`src/rtl/clock_pkg.sv`:
```
// Shared types, time constants and field encodings for the clock front end.
// Also holds the wrap-around helpers used when editing one field at a time.
package clock_pkg;

  typedef logic [16:0] COUNTER_T;
  typedef logic        FLAG_T;

  typedef struct packed {
    logic [3:0] hour;
    logic [5:0] min;
    logic [5:0] sec;
    logic       pm;
  } TIME_T;

  localparam COUNTER_T   COUNTER_MAX   = 17'd86399;
  localparam COUNTER_T   HOUR_TICK     = 17'd3600;
  localparam COUNTER_T   MIN_TICK      = 17'd60;
  localparam COUNTER_T   AMPM_TICK     = 17'd43200;
  localparam logic [3:0] HOUR_ROLLOVER = 4'd12;

  localparam logic [2:0] FIELD_NONE = 3'd0;
  localparam logic [2:0] FIELD_HOUR = 3'd1;
  localparam logic [2:0] FIELD_MIN  = 3'd2;
  localparam logic [2:0] FIELD_SEC  = 3'd3;
  localparam logic [2:0] FIELD_AMPM = 3'd4;

  typedef enum logic [2:0] {
    S_IDLE, S_LOAD, S_E_HOUR, S_E_MIN, S_E_SEC, S_E_AMPM, S_COMMIT
  } state_t;

  // 12-hour dial: 12 is followed by 1 and preceded by 11
  function automatic logic [3:0] hour_step(input logic [3:0] h, input logic up);
    if (up) return (h == HOUR_ROLLOVER) ? 4'd1 : h + 4'd1;
    else    return (h == 4'd1) ? HOUR_ROLLOVER : h - 4'd1;
  endfunction

  function automatic logic [5:0] sixty_step(input logic [5:0] v, input logic up);
    if (up) return (v == 6'd59) ? 6'd0 : v + 6'd1;
    else    return (v == 6'd0) ? 6'd59 : v - 6'd1;
  endfunction

  function automatic logic [2:0] field_of(input state_t s);
    case (s)
      S_E_HOUR: return FIELD_HOUR;
      S_E_MIN:  return FIELD_MIN;
      S_E_SEC:  return FIELD_SEC;
      S_E_AMPM: return FIELD_AMPM;
      default:  return FIELD_NONE;
    endcase
  endfunction

endpackage

```
`src/rtl/entry_m_ts_split.sv`:
```
// Splits a seconds-of-day timestamp into 12-hour display fields.
// Purely combinational; midnight and noon both show as hour 12.
module ts_split
  import clock_pkg::*;
(
  input  logic [16:0] ts,
  output TIME_T       t
);

  COUNTER_T hr24;
  COUNTER_T hr12;

  always_comb begin
    hr24   = ts / HOUR_TICK;
    hr12   = hr24 % COUNTER_T'(HOUR_ROLLOVER);
    t.hour = (hr12 == '0) ? HOUR_ROLLOVER : 4'(hr12);
    t.min  = 6'((ts % HOUR_TICK) / MIN_TICK);
    t.sec  = 6'(ts % MIN_TICK);
    t.pm   = (ts >= AMPM_TICK);
  end

endmodule

```
`src/rtl/entry_m.sv`:
```
// Button-driven editor for a 12-hour H:M:S AM/PM value, producing the
// set_time/set_flag pair for the counter and the alarm setpoint/enable.
//
// state    | meaning
// ---------+-------------------------------------------------------
// S_IDLE   | waiting for time/alarm edit request; arm_btn toggles
// S_LOAD   | split the captured source timestamp into fields
// S_E_HOUR | editing hour (1..12)
// S_E_MIN  | editing minutes
// S_E_SEC  | editing seconds
// S_E_AMPM | editing AM/PM
// S_COMMIT | alarm target latches ts; time target drops set_flag
module entry_m
  import clock_pkg::*;
(
  input  logic        clock,
  input  logic        reset,
  input  logic [16:0] counter_state,
  input  logic        time_btn,
  input  logic        alrm_btn,
  input  logic        sel_btn,
  input  logic        inc_btn,
  input  logic        dec_btn,
  input  logic        arm_btn,
  output logic        set_flag,
  output logic [16:0] set_time,
  output logic        alarm_flag,
  output logic [16:0] alarm_time,
  output logic [2:0]  edit_field,
  output logic        edit_alarm
);

  state_t   state, state_nxt;
  FLAG_T    target_alarm;
  COUNTER_T src_ts;
  COUNTER_T ts;
  TIME_T    fld;
  TIME_T    split;
  logic     adjust;
  logic [4:0] hour24;

  ts_split u_split (
    .ts (src_ts),
    .t  (split)
  );

  // sel wins over inc/dec; inc and dec together cancel
  assign adjust = ~sel_btn & (inc_btn ^ dec_btn);

  always_comb begin
    hour24 = ((fld.hour == HOUR_ROLLOVER) ? 5'd0 : {1'b0, fld.hour}) +
             (fld.pm ? 5'd12 : 5'd0);
    ts = COUNTER_T'(hour24) * HOUR_TICK + COUNTER_T'(fld.min) * MIN_TICK +
         COUNTER_T'(fld.sec);
  end

  always_ff @(posedge clock) begin
    if (reset) state <= S_IDLE;
    else       state <= state_nxt;
  end

  always_comb begin
    state_nxt = state;
    case (state)
      S_IDLE:   if (time_btn || alrm_btn) state_nxt = S_LOAD;
      S_LOAD:   state_nxt = S_E_HOUR;
      S_E_HOUR: if (sel_btn) state_nxt = S_E_MIN;
      S_E_MIN:  if (sel_btn) state_nxt = S_E_SEC;
      S_E_SEC:  if (sel_btn) state_nxt = S_E_AMPM;
      S_E_AMPM: if (sel_btn) state_nxt = S_COMMIT;
      S_COMMIT: state_nxt = S_IDLE;
      default:  state_nxt = S_IDLE;
    endcase
  end

  always_ff @(posedge clock) begin
    if (reset) begin
      target_alarm <= 1'b0;
      src_ts       <= '0;
      fld          <= '{hour: HOUR_ROLLOVER, min: 6'd0, sec: 6'd0, pm: 1'b0};
      set_flag     <= 1'b0;
      set_time     <= '0;
      alarm_flag   <= 1'b0;
      alarm_time   <= '0;
      edit_field   <= FIELD_NONE;
      edit_alarm   <= 1'b0;
    end else begin
      edit_field <= field_of(state_nxt);
      edit_alarm <= target_alarm && (field_of(state_nxt) != FIELD_NONE);
      case (state)
        S_IDLE: begin
          if (time_btn) begin
            target_alarm <= 1'b0;
            src_ts       <= counter_state;
          end else if (alrm_btn) begin
            target_alarm <= 1'b1;
            src_ts       <= alarm_time;
          end
          if (arm_btn) alarm_flag <= ~alarm_flag;
        end
        S_LOAD: begin
          fld <= split;
          if (!target_alarm) begin
            set_flag <= 1'b1;
            set_time <= src_ts;
          end
        end
        S_E_HOUR, S_E_MIN, S_E_SEC, S_E_AMPM: begin
          if (adjust) begin
            case (state)
              S_E_HOUR: fld.hour <= hour_step(fld.hour, inc_btn);
              S_E_MIN:  fld.min  <= sixty_step(fld.min, inc_btn);
              S_E_SEC:  fld.sec  <= sixty_step(fld.sec, inc_btn);
              default:  fld.pm   <= ~fld.pm;
            endcase
          end
          if (!target_alarm) set_time <= ts;
        end
        S_COMMIT: begin
          set_flag <= 1'b0;
          if (target_alarm) alarm_time <= ts;
        end
        default: ;
      endcase
    end
  end

endmodule

```
`config.mk`:
```
export PLATFORM = sky130hd
export DESIGN_NAME = entry_m
export DESIGN_NICKNAME = d
export VERILOG_FILES = /design/src/rtl/clock_pkg.sv /design/src/rtl/entry_m_ts_split.sv /design/src/rtl/entry_m.sv
export SDC_FILE = /design/constraint.sdc
export NUM_CORES = 1
export LEC_CHECK = 0
export ABC_CLOCK_PERIOD_IN_PS = 9000
export CAP_MARGIN = 20
export CELL_PAD_IN_SITES_DETAIL_PLACEMENT = 0
export CELL_PAD_IN_SITES_GLOBAL_PLACEMENT = 2
export CORE_ASPECT_RATIO = 2
export CORE_MARGIN = 3
export CORE_UTILIZATION = 36
export CTS_BUF_LIST = sky130_fd_sc_hd__clkbuf_16
export DETAILED_ROUTE_END_ITERATION = 16
export PLACE_DENSITY = 0.82
export SLEW_MARGIN = 20
export SYNTH_ARGS = -nofsm -noshare
export SYNTH_HDL_FRONTEND = slang
export SYNTH_HIERARCHICAL = 1
export SYNTH_SLANG_ARGS = --single-unit
export TNS_END_PERCENT = 30
```
`constraint.sdc`:
```
create_clock -name clock -period 9 [get_ports clock]
set_clock_uncertainty 0.15 [all_clocks]
set_input_delay 0.9 -clock clock [delete_from_list [all_inputs] [get_ports clock]]
set_output_delay 0.9 -clock clock [all_outputs]
set_load 0.03 [all_outputs]
```
==> impl_metrics.yaml <==
synthesis:
  synthArstFlopShare_pct: 0
  synth.net_count: 1434
  synth-seq-cells: 78
  synth_area_per_cell_um2: 7.50
  synth_area_um2: 9960
  synth_top_flop_cell: "sky130_fd_sc_hd__dfxtp_1"
  synth_edf_count: 0
  synth.lib_cells_used.distinct: 115
  ys_warn_count: 6
  yosysSeqAreaShare_pct: 15.7
  synth_cells: 1329
clocking:
  numClockSinks: 78
  numCtsBuffers: 9
  cts-resized-gates: 0
  ctsRootBufferMaster: "sky130_fd_sc_hd__clkbuf_16"
  tritoncts: "yes"
  holdBufCountCts: 0
  clk_path_buf_depth: 2
  cts.htree.levels: 3
  clk-insertion-delay-late_ps: 370
  post_cts.repair.setup_buffers: 0
  worst_setup_hold_path_clk_slew_ps: 80
sta:
  setup_viol: 0
  report.final.hold_viol_count: 0
  timing.final.crit_period_ps: 8140
  finalSetupTns_ps: 0
  maxSlewHeadroom_pct: 36.6
  worst-slew-pin-transition_ps: 925
  achievable-frequency_mhz: 123
  post-route-period-util_pct: 90.4
  timing.final.max_slew_violations: 0
  setup_repair_after_global_routing_missed_its_margin: "no"
place:
  gp_congestion: 0.924
  port_buffers: 64
  placed_wire_length_estimate_um: 27000
routing:
  vias: 10093
  drt-wirelength-per-cell_um: 20.3
  detail_route.wirelength_um: 34400
  drt-pass1-iter-count: 5
  ant_nets: 0
  vias_per_cell: 5.97
  drc_errors: 0
  dr.first_iter.drc_count: 600
critical_path:
  worstPathMaxFanout: 26
  critical_path.slowest_cell: "sky130_fd_sc_hd__dfxtp_1"
  worstSetupStartpoint: "src_ts[15]"
  timing.critical_path.required_ps: 9150
  worst_setup_path_end_kind: "flop"
  crit_path_frequent_cell: "sky130_fd_sc_hd__a21oi_1"
  worstRegToRegCells: 25
  setup.worst_path.class: "flop to flop"
  setup.worst_path.start_class: "flop"
  rrSetupSlack_ps: 860
  end_point_of_the_critical_path: "fld[7]"
  timing.critical_path.depth: 25
  crit_buf_inv: 0
  timing.critical_path.arrival_ps: 8290
  reg2reg_from: "src_ts[15]"
  critical-path-top-delay-family: "compound AO/OA/AOI/OAI gates"
  reg2reg_to: "fld[7]"
  slowest_delay_ps: 880
global_route:
  via_count_of_the_first_global_routing_pass: 10019
  first_pass_grt_wire_length_um: 53600
  global_route.usage.total_pct: 23.1
  grt_overflow_total: 0
  number_of_antenna_violations_at_the_first_check_in_global_routing: 0
  grt_start_max_net_pins: 81
status:
  status: "finished clean"
floorplanning:
  std_cell_rows: 85
  floorplan.die.width_um: 124
  initial_utilization_pct: 36.7
  die-area_um2: 29800
  die-height_um: 241
  core_region_area_um2: 27100
  io-pin-count: 65
pwr:
  finalPower_uw: 4680
  static-leakage-power_uw: 0.00434
  power.ir.vdd_worst_mv: 0.220
  power_density_cells_nw_per_um2: 423
final_layout:
  layout_common_cells: "134 x sky130_fd_sc_hd__nand2_1, 122 x sky130_fd_sc_hd__nor2_1, 101 x sky130_fd_sc_hd__a21oi_1"
  finalNetCount: 1443
  area_growth_syn_to_layout_pct: 11.2
  layout.area.seq_um2: 1560
  num-fill-cells: 2908
  area_taken_by_multi_input_logic_gates_um2: 7800
  drive_above_1_share_pct: 7.37
  mostFrequentLayoutCell: "sky130_fd_sc_hd__nand2_1"
  insertedDiodeCount: 0
flow_run:
  cap_violations: 0
min_path:
  min-delay-path-class: "flop to flop"
[per-layer routing]
layer	vias to the layer above	wire, µm	track usage [%]
met1	4846	12300	22.6
met5	-	0	0
li1	4967	-	-
met3	83	829	2.55
met4	0	1800	11.7
met2	197	19400	46.0
[per-stage QoR]
step / util [%] / setup slack (ps) / cell area, µm² / hold slack (ps) / cells
after global placement: 39.8 / 1160 / 10800 / 306 / 1675
after floorplan: - / 2730 / 9960 / 319 / 1329
after CTS: 40.9 / 950 / 11100 / 328 / 1691
after global routing: 40.9 / 85.1 / 11100 / 353 / 1691
final: 40.9 / 861 / 11100 / 326 / 1691
after detailed placement: 39.8 / 966 / 10800 / 315 / 1675
[Yosys cell counts, types with 30 or more instances]
cell,count,share of area [%]
sky130_fd_sc_hd__nand2_1,134,5.0
sky130_fd_sc_hd__nor2_1,122,4.6
sky130_fd_sc_hd__a21oi_1,101,5.1
sky130_fd_sc_hd__dfxtp_1,78,16
sky130_fd_sc_hd__inv_1,68,2.6
sky130_fd_sc_hd__ha_1,66,8.3
sky130_fd_sc_hd__o21ai_0,59,3.0
sky130_fd_sc_hd__a211oi_1,50,3.8
sky130_fd_sc_hd__clkbuf_1,36,1.4
sky130_fd_sc_hd__nor3_1,36,1.8
sky130_fd_sc_hd__mux2i_1,35,3.5
sky130_fd_sc_hd__nand3_1,33,1.7
sky130_fd_sc_hd__buf_2,30,1.5
sky130_fd_sc_hd__xnor2_1,30,2.6
[power breakdown]
part	leakage (µW)	internal (µW)	total [µW]	switching, µW
sequential	0.000639	401	531	130
combinational	0.00356	1430	3770	2340
clock	0.000147	196	382	185
[cell families after synthesis]
group	count (synthesis)	share of synthesized area, %
xor gates and xnor gates	50	4.81
AOI/OAI and AO/OA	458	33.8
and+or+nand+nor	465	23.2
DFF	78	15.7
adders and majority gates	85	11.6
muxes	45	4.80
buffers and inverters	148	6.14
[tightest hold or removal path: cells and delay by family, from the launching register on]
| family | cells | cell delay [ps] |
|---|---|---|
| flops | 1 | 320 |
| compound gates | 1 | 50 |
| simple gates | 1 | 60 |
[area by class of cell]
cell class / instances / share of cell area [%]
inverters: 71 / 2.41
clock inverters: 7 / 0.621
flip-flops and latches: 78 / 14.1
clock buffers: 9 / 2.03
multi-input cells: 1103 / 70.4
well taps: 348 / 3.93
repair buffers: 75 / 6.48
[worst min path at each step]
stage | from | end | slack, ps | cells after the start
6_report | alarm_time[1] | alarm_time[1] | 330 | 2
5_1_grt | alarm_time[11] | alarm_time[11] | 350 | 2
4_1_cts | alarm_time[1] | alarm_time[1] | 330 | 2
3_5_place_dp | alarm_time[1] | alarm_time[1] | 320 | 2
3_3_place_gp | set_time[13] | set_time[13] | 310 | 2
2_1_floorplan | src_ts[0] | set_time[0] | 320 | 2
[sequential cells by signal, summed over array words and instances, names as in the netlist, 3 cells and up]
signal      count
alarm_time     17
fld            17
set_time       17
src_ts         17
edit_field      3
state           3
No activity file was read; power rests on OpenSTA's default activity.
